File: src/rtl/dcache_controller_pkg.sv
`default_nettype none
// ============================================================================
// Module  : cache_defs (package)
// Brief   : Geometry and FSM state encoding shared by the data cache files.
// Revision: 1.0
// ============================================================================
package cache_defs;

    localparam int NUM_BLOCKS  = 8;
    localparam int BLOCK_BYTES = 4;
    localparam int ADDR_W      = 8;
    localparam int IDX_W       = $clog2(NUM_BLOCKS);
    localparam int OFF_W       = $clog2(BLOCK_BYTES);
    localparam int TAG_W       = ADDR_W - IDX_W - OFF_W;
    localparam int BLK_W       = BLOCK_BYTES * 8;
    localparam int MADDR_W     = TAG_W + IDX_W;

    typedef enum logic [1:0] {
        IDLE      = 2'd0,
        WRITEBACK = 2'd1,
        FETCH     = 2'd2,
        ALLOCATE  = 2'd3
    } state_t;

    function automatic logic [7:0] sel_byte(input logic [BLK_W-1:0] blk,
                                            input logic [OFF_W-1:0] off);
        return blk[off*8 +: 8];
    endfunction

endpackage
`default_nettype wire

File: src/rtl/dcache_controller_cache_line_array.sv
`default_nettype none
// ============================================================================
// Module  : cache_line_array
// Brief   : Per-line valid/dirty/tag/data storage with byte-write and block-fill.
// Revision: 1.0
// ============================================================================
module cache_line_array
    import cache_defs::*;
(
    input  logic                 clk,
    input  logic                 rst_n,
    input  logic [IDX_W-1:0]     i_rd_idx,
    output logic                 o_valid,
    output logic                 o_dirty,
    output logic [TAG_W-1:0]     o_tag,
    output logic [BLK_W-1:0]     o_data,
    input  logic                 i_wr_en,
    input  logic [OFF_W-1:0]     i_wr_off,
    input  logic [7:0]           i_wr_byte,
    input  logic                 i_fill_en,
    input  logic [IDX_W-1:0]     i_fill_idx,
    input  logic [TAG_W-1:0]     i_fill_tag,
    input  logic [BLK_W-1:0]     i_fill_data
);

    logic [NUM_BLOCKS-1:0] r_valid;
    logic [NUM_BLOCKS-1:0] r_dirty;
    logic [TAG_W-1:0]      r_tag  [NUM_BLOCKS];
    logic [BLK_W-1:0]      r_data [NUM_BLOCKS];

    assign o_valid = r_valid[i_rd_idx];
    assign o_dirty = r_dirty[i_rd_idx];
    assign o_tag   = r_tag[i_rd_idx];
    assign o_data  = r_data[i_rd_idx];

    // Only the status bits are reset; tag/data are qualified by valid.
    always_ff @(posedge clk or negedge rst_n) begin
        if (!rst_n) begin
            r_valid <= '0;
            r_dirty <= '0;
        end else if (i_fill_en) begin
            r_valid[i_fill_idx] <= 1'b1;
            r_dirty[i_fill_idx] <= 1'b0;
        end else if (i_wr_en) begin
            r_dirty[i_rd_idx] <= 1'b1;
        end
    end

    always_ff @(posedge clk) begin
        if (i_fill_en) begin
            r_tag[i_fill_idx]  <= i_fill_tag;
            r_data[i_fill_idx] <= i_fill_data;
        end else if (i_wr_en) begin
            r_data[i_rd_idx][i_wr_off*8 +: 8] <= i_wr_byte;
        end
    end

endmodule
`default_nettype wire

File: src/rtl/dcache_controller.sv
`default_nettype none
// ============================================================================
// Module  : dcache_controller
// Brief   : Direct-mapped write-back/write-allocate data cache controller.
// Revision: 1.0
// ============================================================================
module dcache_controller
    import cache_defs::*;
(
    input  logic                 CLK,
    input  logic                 RESET,
    input  logic                 READ,
    input  logic                 WRITE,
    input  logic [ADDR_W-1:0]    ADDRESS,
    input  logic [7:0]           WRITEDATA,
    output logic [7:0]           READDATA,
    output logic                 BUSYWAIT,
    output logic                 MEM_READ,
    output logic                 MEM_WRITE,
    output logic [MADDR_W-1:0]   MEM_ADDRESS,
    output logic [BLK_W-1:0]     MEM_WRITEDATA,
    input  logic [BLK_W-1:0]     MEM_READDATA,
    input  logic                 MEM_BUSYWAIT
);

    state_t               r_state;
    logic [MADDR_W-1:0]   r_blk_addr;
    logic [BLK_W-1:0]     r_fill_data;

    logic [IDX_W-1:0]     w_idx;
    logic [TAG_W-1:0]     w_tag;
    logic [OFF_W-1:0]     w_off;
    logic                 w_valid;
    logic                 w_dirty;
    logic [TAG_W-1:0]     w_line_tag;
    logic [BLK_W-1:0]     w_line_data;
    logic                 w_hit;
    logic                 w_miss;
    logic                 w_wr_hit;
    logic                 w_fill_en;

    assign w_idx     = ADDRESS[OFF_W +: IDX_W];
    assign w_tag     = ADDRESS[ADDR_W-1 -: TAG_W];
    assign w_off     = ADDRESS[OFF_W-1:0];
    assign w_hit     = w_valid && (w_line_tag == w_tag);
    assign w_miss    = (READ || WRITE) && !w_hit;
    assign w_wr_hit  = (r_state == IDLE) && WRITE && w_hit;
    assign w_fill_en = (r_state == ALLOCATE);

    // Outputs forced low while reset is held so a mid-miss abort is seen at once.
    assign BUSYWAIT  = RESET && ((r_state != IDLE) || w_miss);
    assign READDATA  = RESET ? sel_byte(w_line_data, w_off) : 8'd0;

    cache_line_array u_lines (
        .clk         (CLK),
        .rst_n       (RESET),
        .i_rd_idx    (w_idx),
        .o_valid     (w_valid),
        .o_dirty     (w_dirty),
        .o_tag       (w_line_tag),
        .o_data      (w_line_data),
        .i_wr_en     (w_wr_hit),
        .i_wr_off    (w_off),
        .i_wr_byte   (WRITEDATA),
        .i_fill_en   (w_fill_en),
        .i_fill_idx  (r_blk_addr[IDX_W-1:0]),
        .i_fill_tag  (r_blk_addr[MADDR_W-1 -: TAG_W]),
        .i_fill_data (r_fill_data)
    );

    // The missing block address is latched so the fill lands correctly even if
    // the CPU drops its request part-way through the miss.
    always_ff @(posedge CLK or negedge RESET) begin
        if (!RESET) begin
            r_state       <= IDLE;
            r_blk_addr    <= '0;
            r_fill_data   <= '0;
            MEM_READ      <= 1'b0;
            MEM_WRITE     <= 1'b0;
            MEM_ADDRESS   <= '0;
            MEM_WRITEDATA <= '0;
        end else begin
            case (r_state)
                IDLE: begin
                    if (w_miss) begin
                        r_blk_addr <= ADDRESS[ADDR_W-1:OFF_W];
                        if (w_valid && w_dirty) begin
                            r_state       <= WRITEBACK;
                            MEM_WRITE     <= 1'b1;
                            MEM_ADDRESS   <= {w_line_tag, w_idx};
                            MEM_WRITEDATA <= w_line_data;
                        end else begin
                            r_state     <= FETCH;
                            MEM_READ    <= 1'b1;
                            MEM_ADDRESS <= ADDRESS[ADDR_W-1:OFF_W];
                        end
                    end
                end
                WRITEBACK: begin
                    if (!MEM_BUSYWAIT) begin
                        r_state     <= FETCH;
                        MEM_WRITE   <= 1'b0;
                        MEM_READ    <= 1'b1;
                        MEM_ADDRESS <= r_blk_addr;
                    end
                end
                FETCH: begin
                    if (!MEM_BUSYWAIT) begin
                        r_state     <= ALLOCATE;
                        MEM_READ    <= 1'b0;
                        r_fill_data <= MEM_READDATA;
                    end
                end
                ALLOCATE: begin
                    r_state <= IDLE;
                end
                default: begin
                    r_state <= IDLE;
                end
            endcase
        end
    end

endmodule
`default_nettype wire

File: config.mk
export PLATFORM = sky130hd
export DESIGN_NAME = dcache_controller
export DESIGN_NICKNAME = d
export VERILOG_FILES = /design/src/rtl/dcache_controller_pkg.sv /design/src/rtl/dcache_controller_cache_line_array.sv /design/src/rtl/dcache_controller.sv
export SDC_FILE = /design/constraint.sdc
export NUM_CORES = 1
export LEC_CHECK = 0
export CORE_UTILIZATION = 59
export CTS_CLUSTER_DIAMETER = 150
export DETAILED_ROUTE_END_ITERATION = 8
export PLACE_DENSITY = 0.78
export SETUP_SLACK_MARGIN = 0.3
export SYNTH_ARGS = -nofsm -noshare
export SYNTH_HDL_FRONTEND = slang
export SYNTH_SLANG_ARGS = --single-unit
File: constraint.sdc
create_clock -name CLK -period 4.5 [get_ports CLK]
set_clock_uncertainty 0.15 [all_clocks]
set_input_delay 0.675 -clock CLK [delete_from_list [all_inputs] [get_ports CLK]]
set_output_delay 0.675 -clock CLK [all_outputs]
set_load 0.02 [all_outputs]
== After elaboration in Yosys (flattened, before gate mapping) ==
Memory sizes are Yosys's and may differ from the RTL's.
Index checks and enable logic that the tools add are counted.
Storage, ports and cells
  flip-flop bits (word level): 96
  bits in latches: 0
  bits in writable memories: 280
  ROM bits: 0
  bits of input ports: 53
  output and inout bits: 49
  word-level logic and storage cells: 93
  memories kept: 2
Memories
  u_lines.r_data: words 8, width 32, rd ports 1, clocked after memory_dff 0, write ports 1, line dcache_controller_cache_line_array.sv:29  | logic [BLK_W-1:0] r_data [NUM_BLOCKS];
  u_lines.r_tag: words 8, width 3, rd ports 1, clocked after memory_dff 0, write ports 1, line dcache_controller_cache_line_array.sv:28  | logic [TAG_W-1:0] r_tag [NUM_BLOCKS];
Cells by class
  add/sub/neg operators: 1
  multiply operators: 0
  divide/modulo/power cells: 0
  $lt $le $gt $ge: 4
  equal/unequal tests: 9
  shift-type cells: 3
  multiplexer cells: 36
  bitwise operators: 5
  reduce and logical (&&, ||, !) cells: 24
Operator list (number)
  32-bit two-way mux: 3
  5-bit negation with 34-bit output: 1
  8-bit by 34-bit variable shift with 32-bit output (first input constant): 1
  8-bit by 34-bit indexed part select with 32-bit output: 1
  32-bit OR reduction: 1
  32-bit by 6-bit indexed part select with 8-bit output: 1
  8-bit two-way mux: 3
  6-bit two-way mux: 3
  8-bit bitwise OR: 2
  1-bit two-way mux: 14
  6-bit case mux with 2 select lines: 1
  3-bit AND reduction: 3
  8-bit AND: 1
  1-bit logical AND: 8
  3-bit by 4-bit less-than comparator with 1-bit output (second input constant): 2
  2-bit two-way mux: 4
  2-bit inequality test (second input constant): 4
  8-bit inverter: 1
  2-bit case mux with 4 select lines: 1
  1-bit binary-select mux with 3-bit select: 2
  1-bit demux with 3-bit select: 2
  3-bit by 1-bit greater-or-equal comparator with 1-bit output (second input constant): 2
  2-bit nonzero test: 3
  5-bit AND reduction: 1
  other kinds (14): 17

== Longest topological paths before layout ==
  depth in word-level cells: 9
  depth in mapped cells: 12
  depth with buffers taken out: 7

== Modules after synthesis ==
From an unflattened synthesis, not the netlist that was laid out.
Second synthesis, totals
  cells, all modules: 1019
  area total of the unflattened synthesis: 15851.5 um^2
Modules (own cells, without submodules)
  cache_line_array: times used 1, cells each 786, area each 12155.4 um^2, sequential area each 8808.4 um^2
  dcache_controller: times used 1, cells each 233, area each 3696.0 um^2, sequential area each 2001.9 um^2

== Worst setup path before layout ==
No wires, ideal clock.
  path type: in2reg
  start point: input port ADDRESS[2]
  end point: memory u_lines.r_data[2][0] (netlist bit), enable pin
  setup time: 370 ps
  arrival time: 3134 ps
  data required time: 3980 ps
  slack: 846 ps
  cell stages on the path: 10
  buffers on the path: 3
  cells stage by stage: buf_6 mux2i_1 nor2_1 or4_1 a2111oi_0 or3b_1 buf_6 buf_6 mux2i_4 nor2_1
On the way
  word-level cells in the longest chain between the ends: 9
  elaborated cells between the ends (all ways): 12
  classes of those cells: 1 x eq/ne; 7 x mux; 3 x reduce/logical; 1 x memory
Ends and longest elaborated chain
  from (decl): line dcache_controller.sv:14  | input logic [ADDR_W-1:0] ADDRESS,
  memory read 8 x 3 bit / 1-bit binary-select mux with 3-bit select (equally long branches)
  3-bit equality test / 1-bit two-way mux (equally long branches): line dcache_controller.sv:45, dcache_controller_cache_line_array.sv:31
  1-bit logical AND: line dcache_controller.sv:45  | assign w_hit = w_valid && (w_line_tag == w_tag);
  1-bit logical AND: line dcache_controller.sv:47  | assign w_wr_hit = (r_state == IDLE) && WRITE && w_hit;
  1-bit two-way mux: line dcache_controller_cache_line_array.sv:53  | end else if (i_wr_en) begin
  1-bit two-way mux: line dcache_controller_cache_line_array.sv:50  | if (i_fill_en) begin
  32-bit two-way mux (implied by the code): line dcache_controller_cache_line_array.sv:54  | r_data[i_rd_idx][i_wr_off*8 +: 8] <= i_wr_byte;
  32-bit OR reduction (no line)
  3-bit two-way mux (no line) / 32-bit two-way mux (equally long branches)
  to (decl): line dcache_controller_cache_line_array.sv:29
Several ways; a longest one is shown, not always the timed one. The select of a mux whose other input is x is not followed.

== Final worst setup path ==
  start point: input port ADDRESS[2]
  end point: output port READDATA[5]
On the way
  word-level cells in the longest chain between the ends: 3
Ends and longest elaborated chain
  memory read 8 x 32 bit
  32-bit by 6-bit indexed part select with 8-bit output: line dcache_controller_pkg.sv:27  | return blk[off*8 +: 8];
  8-bit two-way mux: line dcache_controller.sv:52  | assign READDATA = RESET ? sel_byte(w_line_data, w_off) : 8'd0;
  to (decl): line dcache_controller.sv:16  | output logic [7:0] READDATA,
Every way passes these cells.

==> results.toml <==
[yosys]
synth_top_family_by_area = "multiplexers"
async_flop_share = 0.2553
synth_top_cell_by_area = "edfxtp_1"
yosysMostFrequentCell = "edfxtp_1"
synthMuxAreaShare = 0.1531
netlist_area_sq_mm = 0.01625
syn_nets = 1251
synthSimpleGateAreaFrac = 0.09258
synthTopCellsByCount = "280 x edfxtp_1, 172 x nor2_1, 109 x mux2i_1, 96 x dfrtp_1, 82 x nand2_1"
ys_warn_count = 0
ys_seq_area_frac = 0.6654
synth_compound_area_frac = 0.05206
synth_xor_area_frac = 0.001078
synthCells = 1190
yosys-top-cells-area = "edfxtp_1 52%, dfrtp_1 15%, mux2i_1 6.7%, mux2_2 5.3%, nor2_1 4.0%"
ys.flop_type = "edfxtp_1"
synth_seq_cells = 376
synth_area_per_cell_sq_um = 13.65
synth.distinct_cells = 49
synth_edf_count = 280
yosys.area.top_type_share = 0.5176
synthAdderAreaFrac = 0.006161

[global_route]
grt_max_degree = 73
grt_util_all_layers = 0.2900
gr-total-overflow = 0
grt_pass1_wl_um = 60660
grt_pass1_vias = 10390
grt_antenna_before_repair = 1

[power_and_ir_drop]
power_frac_clock = 0.278
p_int_w = 0.008110
fin_total_pwr_w = 0.01168
powerDensity_mw_per_mm2 = 599.7
switching_share = 0.3055
power.switching_w = 0.003567
total_leakage_power_nw = 7.619
seq_power_share = 0.451
p_comb_frac = 0.271
ir_drop_mv = 0.4661

[critical_path]
path_class = "in -> out"
crit_required_ns = 3.67
crit_path_max_fanout = 26
worst_setup_path_end_kind = "primary output"
worstPathArrival_ns = 3.33
rrSetupSlack_ns = 0.66
r2r-start = "u_lines.r_tag[5][0]"
cp-start-kind = "input pin"
r2r_end = "u_lines.r_data[0][16]"
r2r_cells = 9

[drt]
ant_nets = 0
drt-total-wl_um = 39710
wire_per_inst_um = 22.95
first_pass_iters = 6
vias = 10580
drtIter0Drc = 1241
drc_errors = 0
viasPerCell = 6.114

[final_layout]
drive_gt1_frac = 0.2016
nNetsFinal = 1421
stdcell_count = 1730
antennaDiodeCount = 0
syn_to_final_growth_pct = 19.85

[die]
dieArea_sq_mm = 0.02820
fp.coreArea_sq_mm = 0.02695
num_rows = 60
io_pins = 102
die_w_um = 167.9
start_util = 0.6028
die_y_um = 167.9

[timing]
report.final.slew_viol_count = 0
max_freq_ghz = 0.2408
slew_headroom = 0.4102
hold_viol_final = 0
rsz0062_at_grt = "true"
min_period_over_period = 0.9227
worst_pin_slew_ns = 0.8788
finalSetupViolCount = 0
fin_ws_ns = 0.3477
setup_tns_ns = 0
finalCriticalPeriod_ns = 4.152

[placement]
place.gp.congestion = 0.8777
hpwl_um = 27420
io_buffer_count = 101
dp.cells = 1660
place_ws_ns = 0.1169

[cts]
clock_path_buffers = 3
path_clk_slew_ns = 0.06
htreeDepth = 2
numCtsBuffers = 39
cts_tree = "built"
cts_setup_buffers = 0
cts-root-buf = "clkbuf_16"
clk-insertion-delay-late_ns = 0.53
cts_sinks = 376

[min_path]
min_path_type = "in -> async"

[flow_run]
maxCapViolations = 0

[run_status]
status = "finished clean"
## worst max-delay path: stages
cell	delay, ns
buf_4	0.22
buf_6	0.28
mux2_2	0.36
a22oi_1	0.19
nor2_1	0.09
nor3_1	0.51
mux4_2	0.35
nor2b_1	0.07
clkdlybuf4s50_1	0.55
## power groups by stage
stage	clock (W)	sequential, W	combinational, W
after detailed placement	0	0.00532	0.00312
after global placement	0	0.00530	0.00303
final	0.00325	0.00527	0.00316
after floorplan	0	0.00539	0.00166
after CTS	0.00326	0.00526	0.00314
after global routing	0.00341	0.00534	0.00340
## worst max-delay path by stage
stage,from,to,cells after the start
6_report,ADDRESS[2],READDATA[5],9
5_1_grt,ADDRESS[2],READDATA[7],10
4_1_cts,ADDRESS[2],BUSYWAIT,9
3_5_place_dp,ADDRESS[2],u_lines.r_data[0][23],9
3_3_place_gp,ADDRESS[2],u_lines.r_data[0][23],9
2_1_floorplan,ADDRESS[2],u_lines.r_data[2][0],10
## registers in the layout (all words and copies together) (netlist names)
register and flops:
u_lines.r_tag 24, MEM_WRITEDATA 32, MEM_ADDRESS 6, r_state 2, u_lines.r_dirty 8, r_blk_addr 6, u_lines.r_valid 8, MEM_READ 1
u_lines.r_data 256, MEM_WRITE 1, r_fill_data 32
## repair_timing
| action | in CTS | in global routing |
|---|---|---|
| gates resized for setup | 2 | 6 |
| pin swaps | 0 | 1 |
| endpoints found under the setup margin | 3 | 6 |
| hold buffers | 0 | 0 |
## cell families after synthesis
kind of cell	after synthesis
AOI/OAI and AO/OA	136
xor gates and xnor gates	2
adders and majority gates	8
buffers and inverters	108
DFF	376
muxes	213
and+or+nand+nor	347
## placed cells by master (no fill, tap or decap), types with 4 or more instances in the layout
master,instances
nor3_2,4
ha_1,8
mux4_2,14
edfxtp_1,280
nor3b_1,4
mux2_4,9
buf_12,6
nand2b_1,8
nand2_1,82
nor3_1,32
or2_2,7
buf_4,88
o22ai_1,4
mux2i_1,109
clkdlybuf4s50_1,97
clkinv_1,5
clkinv_2,9
bufinv_16,4
o21ai_1,30
o21ai_0,16
nand3_1,6
nor2b_1,10
a21oi_1,30
and2_1,4
o31ai_1,6
clkbuf_1,5
inv_1,43
dfrtp_1,96
mux2_2,77
a22oi_1,33
clkbuf_16,41
clkbuf_8,4
nor2_1,172
a31oi_1,5
## through the flow
step,util,hold WS [ns],area [sq um]
floorplan,-,0.2294,16250
global placement,0.6729,0.3036,18140
detailed placement,0.6729,0.3135,18140
CTS,0.7214,0.06587,19440
global route,0.7224,0.07757,19470
finish,0.7224,0.03676,19470
## routing by layer
metal | GRT usage | part of all wire
met2 | 0.4480 | 0.46
met4 | 0.09374 | 0.028
met5 | 0 | 0.00033
met3 | 0.05759 | 0.097
met1 | 0.4181 | 0.41
## layout make-up
class	instances	area, sq um
inverter	43	161.4
sequential	376	10810
timing repair buffer	194	1779
clock inverter	20	198.9
tap	341	426.7
multi-input combinational	706	4994
fill	1695	7481
clock buffer	50	1100
No activity file was read; power rests on OpenSTA's default activity.
